### src/rtl/dmem_arb_pkg.sv
// Shared types and funct3 encodings for the data-memory arbiter.
package dmem_arb_pkg;

  typedef enum logic {
    ARB   = 1'b0,
    LOCK1 = 1'b1
  } arb_state_e;

  localparam logic [2:0] F3_B  = 3'b000;
  localparam logic [2:0] F3_H  = 3'b001;
  localparam logic [2:0] F3_W  = 3'b010;
  localparam logic [2:0] F3_BU = 3'b100;
  localparam logic [2:0] F3_HU = 3'b101;

  // One registered response slot; port selects which pN_rvalid/pN_err fires.
  typedef struct packed {
    logic valid;
    logic err;
    logic port;
  } resp_t;

endpackage

### src/rtl/dmem_req_check.sv
// Combinational legality check of a memory request: range, alignment and
// funct3/direction validity.
module dmem_req_check #(
  parameter int unsigned ADDR_WORDS = 32
) (
  input  logic [31:0] i_addr,
  input  logic        i_we,
  input  logic [2:0]  i_func3,
  output logic        o_legal_c
);
  import dmem_arb_pkg::*;

  localparam int unsigned BYTES = 4 * ADDR_WORDS;

  logic w_range_ok;
  logic w_align_ok;
  logic w_store_ok;

  assign w_range_ok = (i_addr < 32'(BYTES));

  // Alignment per access size; reserved encodings are never aligned.
  always_comb begin
    w_align_ok = 1'b0;
    case (i_func3)
      F3_B, F3_BU: w_align_ok = 1'b1;
      F3_H, F3_HU: w_align_ok = ~i_addr[0];
      F3_W:        w_align_ok = (i_addr[1:0] == 2'b00);
      default:     w_align_ok = 1'b0;
    endcase
  end

  assign w_store_ok = ~i_we | (i_func3 == F3_B) | (i_func3 == F3_H) | (i_func3 == F3_W);
  assign o_legal_c  = w_range_ok & w_align_ok & w_store_ok;

endmodule

### src/rtl/dmem_arbiter.sv
// Two-port round-robin arbiter/sequencer for the single-port data memory.
// Optional port-1 bus lock is built when DMEM_ARB_LOCK_EN is defined.
module dmem_arbiter #(
  parameter int unsigned ADDR_WORDS = 32
`ifdef DMEM_ARB_LOCK_EN
  , parameter int unsigned LOCK_MAX = 16
`endif
) (
  input  logic        clk,
  input  logic        rst_n,
  input  logic        p0_req,
  input  logic        p0_we,
  input  logic [31:0] p0_addr,
  input  logic [31:0] p0_wdata,
  input  logic [2:0]  p0_func3,
  input  logic        p1_req,
  input  logic        p1_we,
  input  logic [31:0] p1_addr,
  input  logic [31:0] p1_wdata,
  input  logic [2:0]  p1_func3,
  output logic        p0_gnt,
  output logic        p1_gnt,
  output logic        p0_rvalid,
  output logic        p1_rvalid,
  output logic        p0_err,
  output logic        p1_err,
  output logic [31:0] rdata,
  output logic        mem_wr,
  output logic        mem_read,
  output logic [31:0] mem_addr,
  output logic [31:0] mem_data_wr,
  output logic [2:0]  mem_func3,
  output logic [1:0]  mem_col,
  input  logic [31:0] mem_data
`ifdef DMEM_ARB_LOCK_EN
  , input  logic      p1_lock
`endif
);
  import dmem_arb_pkg::*;

`ifdef DMEM_ARB_LOCK_EN
  localparam int unsigned CNT_W = (LOCK_MAX > 1) ? $clog2(LOCK_MAX) : 1;
  arb_state_e       r_state;
  logic [CNT_W-1:0] r_lock_cnt;
`endif

  logic        r_last_gnt;
  resp_t       r_resp;
  logic [31:0] r_rdata;

  logic        w_pick0;
  logic        w_pick1;
  logic        w_gnt0;
  logic        w_gnt1;
  logic        w_any;
  logic        w_legal;
  logic        w_go;
  logic        w_we;
  logic [31:0] w_addr;
  logic [31:0] w_wdata;
  logic [2:0]  w_func3;
  resp_t       w_resp;

  // Round-robin pick; a locked port 1 excludes port 0 entirely.
  always_comb begin
    w_pick0 = 1'b0;
    w_pick1 = 1'b0;
    if (p0_req && p1_req) begin
      w_pick0 = r_last_gnt;
      w_pick1 = ~r_last_gnt;
    end else begin
      w_pick0 = p0_req;
      w_pick1 = p1_req;
    end
`ifdef DMEM_ARB_LOCK_EN
    if (r_state == LOCK1) begin
      w_pick0 = 1'b0;
      w_pick1 = p1_req;
    end
`endif
  end

  // No grant (hence no memory write) can escape while reset is asserted.
  assign w_gnt0 = w_pick0 & rst_n;
  assign w_gnt1 = w_pick1 & rst_n;
  assign w_any  = w_gnt0 | w_gnt1;
  assign p0_gnt = w_gnt0;
  assign p1_gnt = w_gnt1;

  assign w_we    = w_gnt1 ? p1_we    : p0_we;
  assign w_addr  = w_gnt1 ? p1_addr  : p0_addr;
  assign w_wdata = w_gnt1 ? p1_wdata : p0_wdata;
  assign w_func3 = w_gnt1 ? p1_func3 : p0_func3;

  dmem_req_check #(
    .ADDR_WORDS (ADDR_WORDS)
  ) u_req_check (
    .i_addr    (w_addr),
    .i_we      (w_we),
    .i_func3   (w_func3),
    .o_legal_c (w_legal)
  );

  // Memory only sees legal granted accesses; otherwise the bus is parked at zero.
  assign w_go        = w_any & w_legal;
  assign mem_wr      = w_go & w_we;
  assign mem_read    = w_go & ~w_we;
  assign mem_addr    = w_go ? w_addr  : 32'd0;
  assign mem_data_wr = w_go ? w_wdata : 32'd0;
  assign mem_func3   = w_go ? w_func3 : 3'd0;
  assign mem_col     = mem_addr[1:0];

  always_comb begin
    w_resp       = '0;
    w_resp.valid = w_any;
    w_resp.err   = w_any & ~w_legal;
    w_resp.port  = w_gnt1;
  end

  always_ff @(posedge clk or negedge rst_n) begin
    if (!rst_n) begin
      r_last_gnt <= 1'b1;
      r_resp     <= '0;
      r_rdata    <= 32'd0;
`ifdef DMEM_ARB_LOCK_EN
      r_state    <= ARB;
      r_lock_cnt <= '0;
`endif
    end else begin
      r_resp <= w_resp;
      if (w_any) begin
        r_last_gnt <= w_gnt1;
        r_rdata    <= (w_legal && !w_we) ? mem_data : 32'd0;
      end
`ifdef DMEM_ARB_LOCK_EN
      case (r_state)
        ARB: begin
          r_lock_cnt <= '0;
          if (w_gnt1 && p1_lock) r_state <= LOCK1;
        end
        LOCK1: begin
          if ((w_gnt1 && !p1_lock) || (!p1_lock && !p1_req)) begin
            r_state    <= ARB;
            r_lock_cnt <= '0;
          end else if (r_lock_cnt == CNT_W'(LOCK_MAX - 1)) begin
            // Forced release hands the next tie to port 0.
            r_state    <= ARB;
            r_lock_cnt <= '0;
            r_last_gnt <= 1'b1;
          end else begin
            r_lock_cnt <= r_lock_cnt + CNT_W'(1);
          end
        end
        default: begin
          r_state    <= ARB;
          r_lock_cnt <= '0;
        end
      endcase
`endif
    end
  end

  assign p0_rvalid = r_resp.valid & ~r_resp.port;
  assign p1_rvalid = r_resp.valid &  r_resp.port;
  assign p0_err    = r_resp.err   & ~r_resp.port;
  assign p1_err    = r_resp.err   &  r_resp.port;
  assign rdata     = r_rdata;

endmodule

### config.mk
export PLATFORM = sky130hd
export DESIGN_NAME = dmem_arbiter
export DESIGN_NICKNAME = d
export VERILOG_FILES = /design/src/rtl/dmem_arb_pkg.sv /design/src/rtl/dmem_req_check.sv /design/src/rtl/dmem_arbiter.sv
export SDC_FILE = /design/constraint.sdc
export NUM_CORES = 1
export LEC_CHECK = 0
export CAP_MARGIN = 20
export CORE_ASPECT_RATIO = 0.5
export CORE_MARGIN = 3
export CORE_UTILIZATION = 30
export DETAILED_ROUTE_END_ITERATION = 8
export PLACE_DENSITY = 0.87
export SLEW_MARGIN = 20
export SYNTH_ARGS = -nofsm -noshare
export SYNTH_HDL_FRONTEND = slang
export SYNTH_SLANG_ARGS = --single-unit
### constraint.sdc
create_clock -name clk -period 6.5 [get_ports clk]
set_clock_uncertainty 0.15 [all_clocks]
set_input_delay 0.65 -clock clk [delete_from_list [all_inputs] [get_ports clk]]
set_output_delay 0.65 -clock clk [all_outputs]
set_load 0.02 [all_outputs]
==> out/metrics.sh <==
CRITPATHMAXSTAGEDELAY_PS=680
GRT_FIRST_PASS_WIRELENGTH_UM=18000
POSTSYNTHCELLCOUNT=356
POSTROUTEANTENNANETS=0
NUMBER_OF_ANTENNA_VIOLATIONS_AT_THE_FIRST_CHECK_IN_GLOBAL_ROUTING=0
COUNT_OF_INPUT_AND_OUTPUT_BUFFERS=255
CTS_INSERTED_BUFFERS=5
YS_TOP_CELLS_BY_AREA='dfrtp_1, nand2_1, o31ai_1'
WORSTREGTOREGCELLS=7
POST-ROUTE-WORST-SETUP-SLACK_PS=1990
CP_MAX_FO=57
POST-DP-HPWL_UM=10000
VIASPERCELL=4.65
FINAL-SETUP-VIOL-COUNT=0
ANTENNA-DIODE-COUNT=0
PLACED_CELL_AREA_SQ_MM=0.00500
FIRST_GLOBAL_VIAS=3237
WORST_SETUP_PATH_END_KIND='primary output'
TIMING.RR.END='rdata[21]$_DFFE_PN0N_'
WORST-ENDPOINT-REQUIRED_PS=5700
IO_PINS=281
FINALSETUPTNS_PS=0
PLACEMENT_ROWS=22
POSTSYNTHREGISTERBITS=36
FINALWORSTPATHREQUIREDPERIOD_PS=4510
DEPTH_OF_THE_CTS_H_TREE=2
DIE_X_UM=135
NUMBER_OF_FAILING_HOLD_ENDPOINTS_AT_THE_FINAL_STAGE=0
GRT_SETUP_UNREPAIRED='false'
GRT_OVERFLOW=0
WORST-SLEW-PIN-TRANSITION_PS=730
CLK_PIN_SLEW_PS=60
GLOBALROUTE.BUSIESTLAYER='met2'
TIMING.RR.START='r_last_gnt$_DFFE_PN1N_'
SYN_TO_FINAL_GROWTH_PCT=106
CELLLEAKAGEPOWER_nW=2.22
DRT-WIRELENGTH-PER-CELL_UM=17.4
DRTITER0DRC=262
RUN_STATUS='complete, no violations'
MET3_USAGE_PCT=4.05
DRT_PRE_ANTENNA_ITERS=4
NUMBER_OF_ENABLE_TYPE_REGISTER_CELLS_IN_THE_SYNTHESIZED_NETLIST=0
LAYOUT.NETS=770
GRT_START_MAX_NET_PINS=58
FILLER_CELL_COUNT=665
DRIVE_ABOVE_1_SHARE_PCT=2.84
CTS_BUFFER_DEPTH=2
CP_SLOWEST_CELL='clkdlybuf4s50_1'
SYNTH.YOSYS.SEQ_AREA_SHARE_PCT=36.0
GRT_UTIL_MET2_PCT=45.3
NUM_VIAS=3291
MULTI_INPUT_AREA_SQ_MM=0.00124
CRITICAL_PATH.TOP_DELAY_FAMILY='buffers and inverters'
POST_ROUTE_DRC_VIOLATION_COUNT=0
CRIT_TOP_CELL='clkdlybuf4s50_1'
SYNTH.DISTINCT_CELLS=25
GRT_UTIL_MET1_PCT=29.6
YOSYSTOPAREACELL='dfrtp_1'
SYNTH_ASYNC_SR_FLOP_SHARE_PCT=100
FINAL.PERIOD_UTILIZATION_PCT=69.4
DIE_AREA_SQ_MM=0.00955
CTS.REPAIR.RESIZED=0
POWER.DENSITY_CELL_AREA_mW_PER_MM2=132
PATH_CLASS='primary input to primary output'
GRT_RESOURCE_USAGE_TOTAL_PCT=24.2
TIMING_MAX_TRANSITION_VIOLATIONS_FINAL=0
ROUTABILITYCONGESTION=0.953
CAP_VIOLATIONS=0
CRITICAL_PATH_DEPTH=8
POSTROUTEWIRELENGTH_UM=12300
SYN-CELL-AREA_SQ_MM=0.00250
MAX-VDD-IR-DROP_mV=0.111
MAX_CLOCK_FREQ_MHz=222
CTS_NUM_SINKS=36
CLKLATENCYLATEPIN_PS=270
INITIAL_CORE_UTIL_PCT=32.5
TIMING.CRITICAL_PATH.CELLS='clkdlybuf4s50_1 -> nand3_1 -> inv_2 -> mux2i_1 -> nand4_1 -> buf_4 -> a21oi_1 -> clkdlybuf4s50_1'
SYNTH_TOP_AREA_SHARE_PCT=35.0
POST_CTS_BUFFERS=0
SYNTH-MAIN-FF-CELL='dfrtp_1'
HOLD_PATH.CLASS='primary input to asynchronous set/reset pin'
CORE_FOOTPRINT_SQ_MM=0.00771
POST_CTS_HOLD_BUFFER_COUNT=0
CTS_TREE='built'
STDCELL_AREA_SQ_MM=0.00516
START_KIND='primary input'
FF_LATCH_AREA_SQ_UM=902
CTS_ROOT_BUFFER='clkbuf_16'
WORST_CASE_REGISTER_TO_REGISTER_SETUP_SLACK_PS=3910
PLACE_WS_PS=1980
SLEW_HEADROOM_PCT=51.2
CP.ARRIVAL_PS=3710
AVGSYNTHCELLAREA_SQ_UM=7.04
DIE_H_UM=70.6
SYNTH_WARNINGS=0
PATH_BUF_INV=4
[how the worst max path moves through the flow]
stage | startpoint | end | slack [ps]
final | p1_req | mem_data_wr[14] | 1990
after global routing | rst_n | mem_data_wr[14] | 1720
after CTS | rst_n | mem_col[0] | 1970
after detailed placement | rst_n | mem_addr[0] | 1980
after global placement | rst_n | mem_data_wr[14] | 2030
after floorplan | p0_req | mem_col[1] | 3390
[cell usage after synthesis, types with 2 or more instances]
master / count
and2_1: 2
o31ai_1: 32
a221oi_1: 2
a21oi_1: 43
nand4_1: 3
clkbuf_1: 12
nand2_1: 121
dfrtp_1: 35
buf_2: 5
buf_1: 2
buf_4: 27
nor2_1: 5
nor3_1: 2
buf_6: 4
mux2i_1: 3
nor4_1: 12
nand3_1: 3
inv_1: 34
nor2b_1: 3
[metal layers]
metal	vias to the layer above	routed length, um
li1	1601	-
met1	1550	4920
met2	126	6580
met3	14	642
met4	0	193
met5	-	0
[cells in the final DEF, fill, tap and decap left out, types with 2 or more instances in the layout]
cell	n
nand3_1	3
inv_1	34
nor2_1	5
nor4_1	12
buf_4	6
a21oi_1	43
o31ai_1	32
dfrtp_1	35
clkbuf_16	5
nand4_1	3
nor3_1	2
mux2i_1	3
conb_1	25
nor2b_1	3
clkdlybuf4s50_1	254
a221oi_1	2
and2_1	2
nand2_1	121
[per-stage QoR]
| step | total power, mW | util [%] | std cells | hold WS, ps |
|---|---|---|---|---|
| 6_report | 0.682 | 67.0 | 707 | 265 |
| 5_1_grt | 0.710 | 67.0 | 707 | 295 |
| 4_1_cts | 0.683 | 67.0 | 707 | 281 |
| 3_5_place_dp | 0.413 | 64.9 | 699 | 315 |
| 3_3_place_gp | 0.412 | 64.9 | 699 | 310 |
| 2_1_floorplan | 0.299 | - | 380 | 204 |
[flip-flops by register name, summed over array words and instances, names as in the netlist]
register    count
rdata          32
r_resp          3
r_last_gnt      1
[area by class of cell]
type	count	share of cell area, %
clock buffers	6	2.50
clock inverters	2	0.678
inverters	35	2.54
multi-input cells	259	24.0
flip-flops and latches	36	17.5
well taps	108	2.62
repair buffers	261	50.2
[power breakdown]
group	total (mW)	internal, mW	switching, mW
Clock	0.271	0.180	0.0909
Combinational	0.183	0.106	0.0767
Sequential	0.228	0.227	0.00127
Total	0.682	0.514	0.169
[cell families after synthesis]
family                 share of synthesized area (%)
and+or+nand+nor                                 24.9
buffers and inverters                           18.2
AOI/OAI and AO/OA                               19.5
DFF                                             36.0
muxes                                           1.20
other                                          0.150
Power figures use the tool's default switching activity.
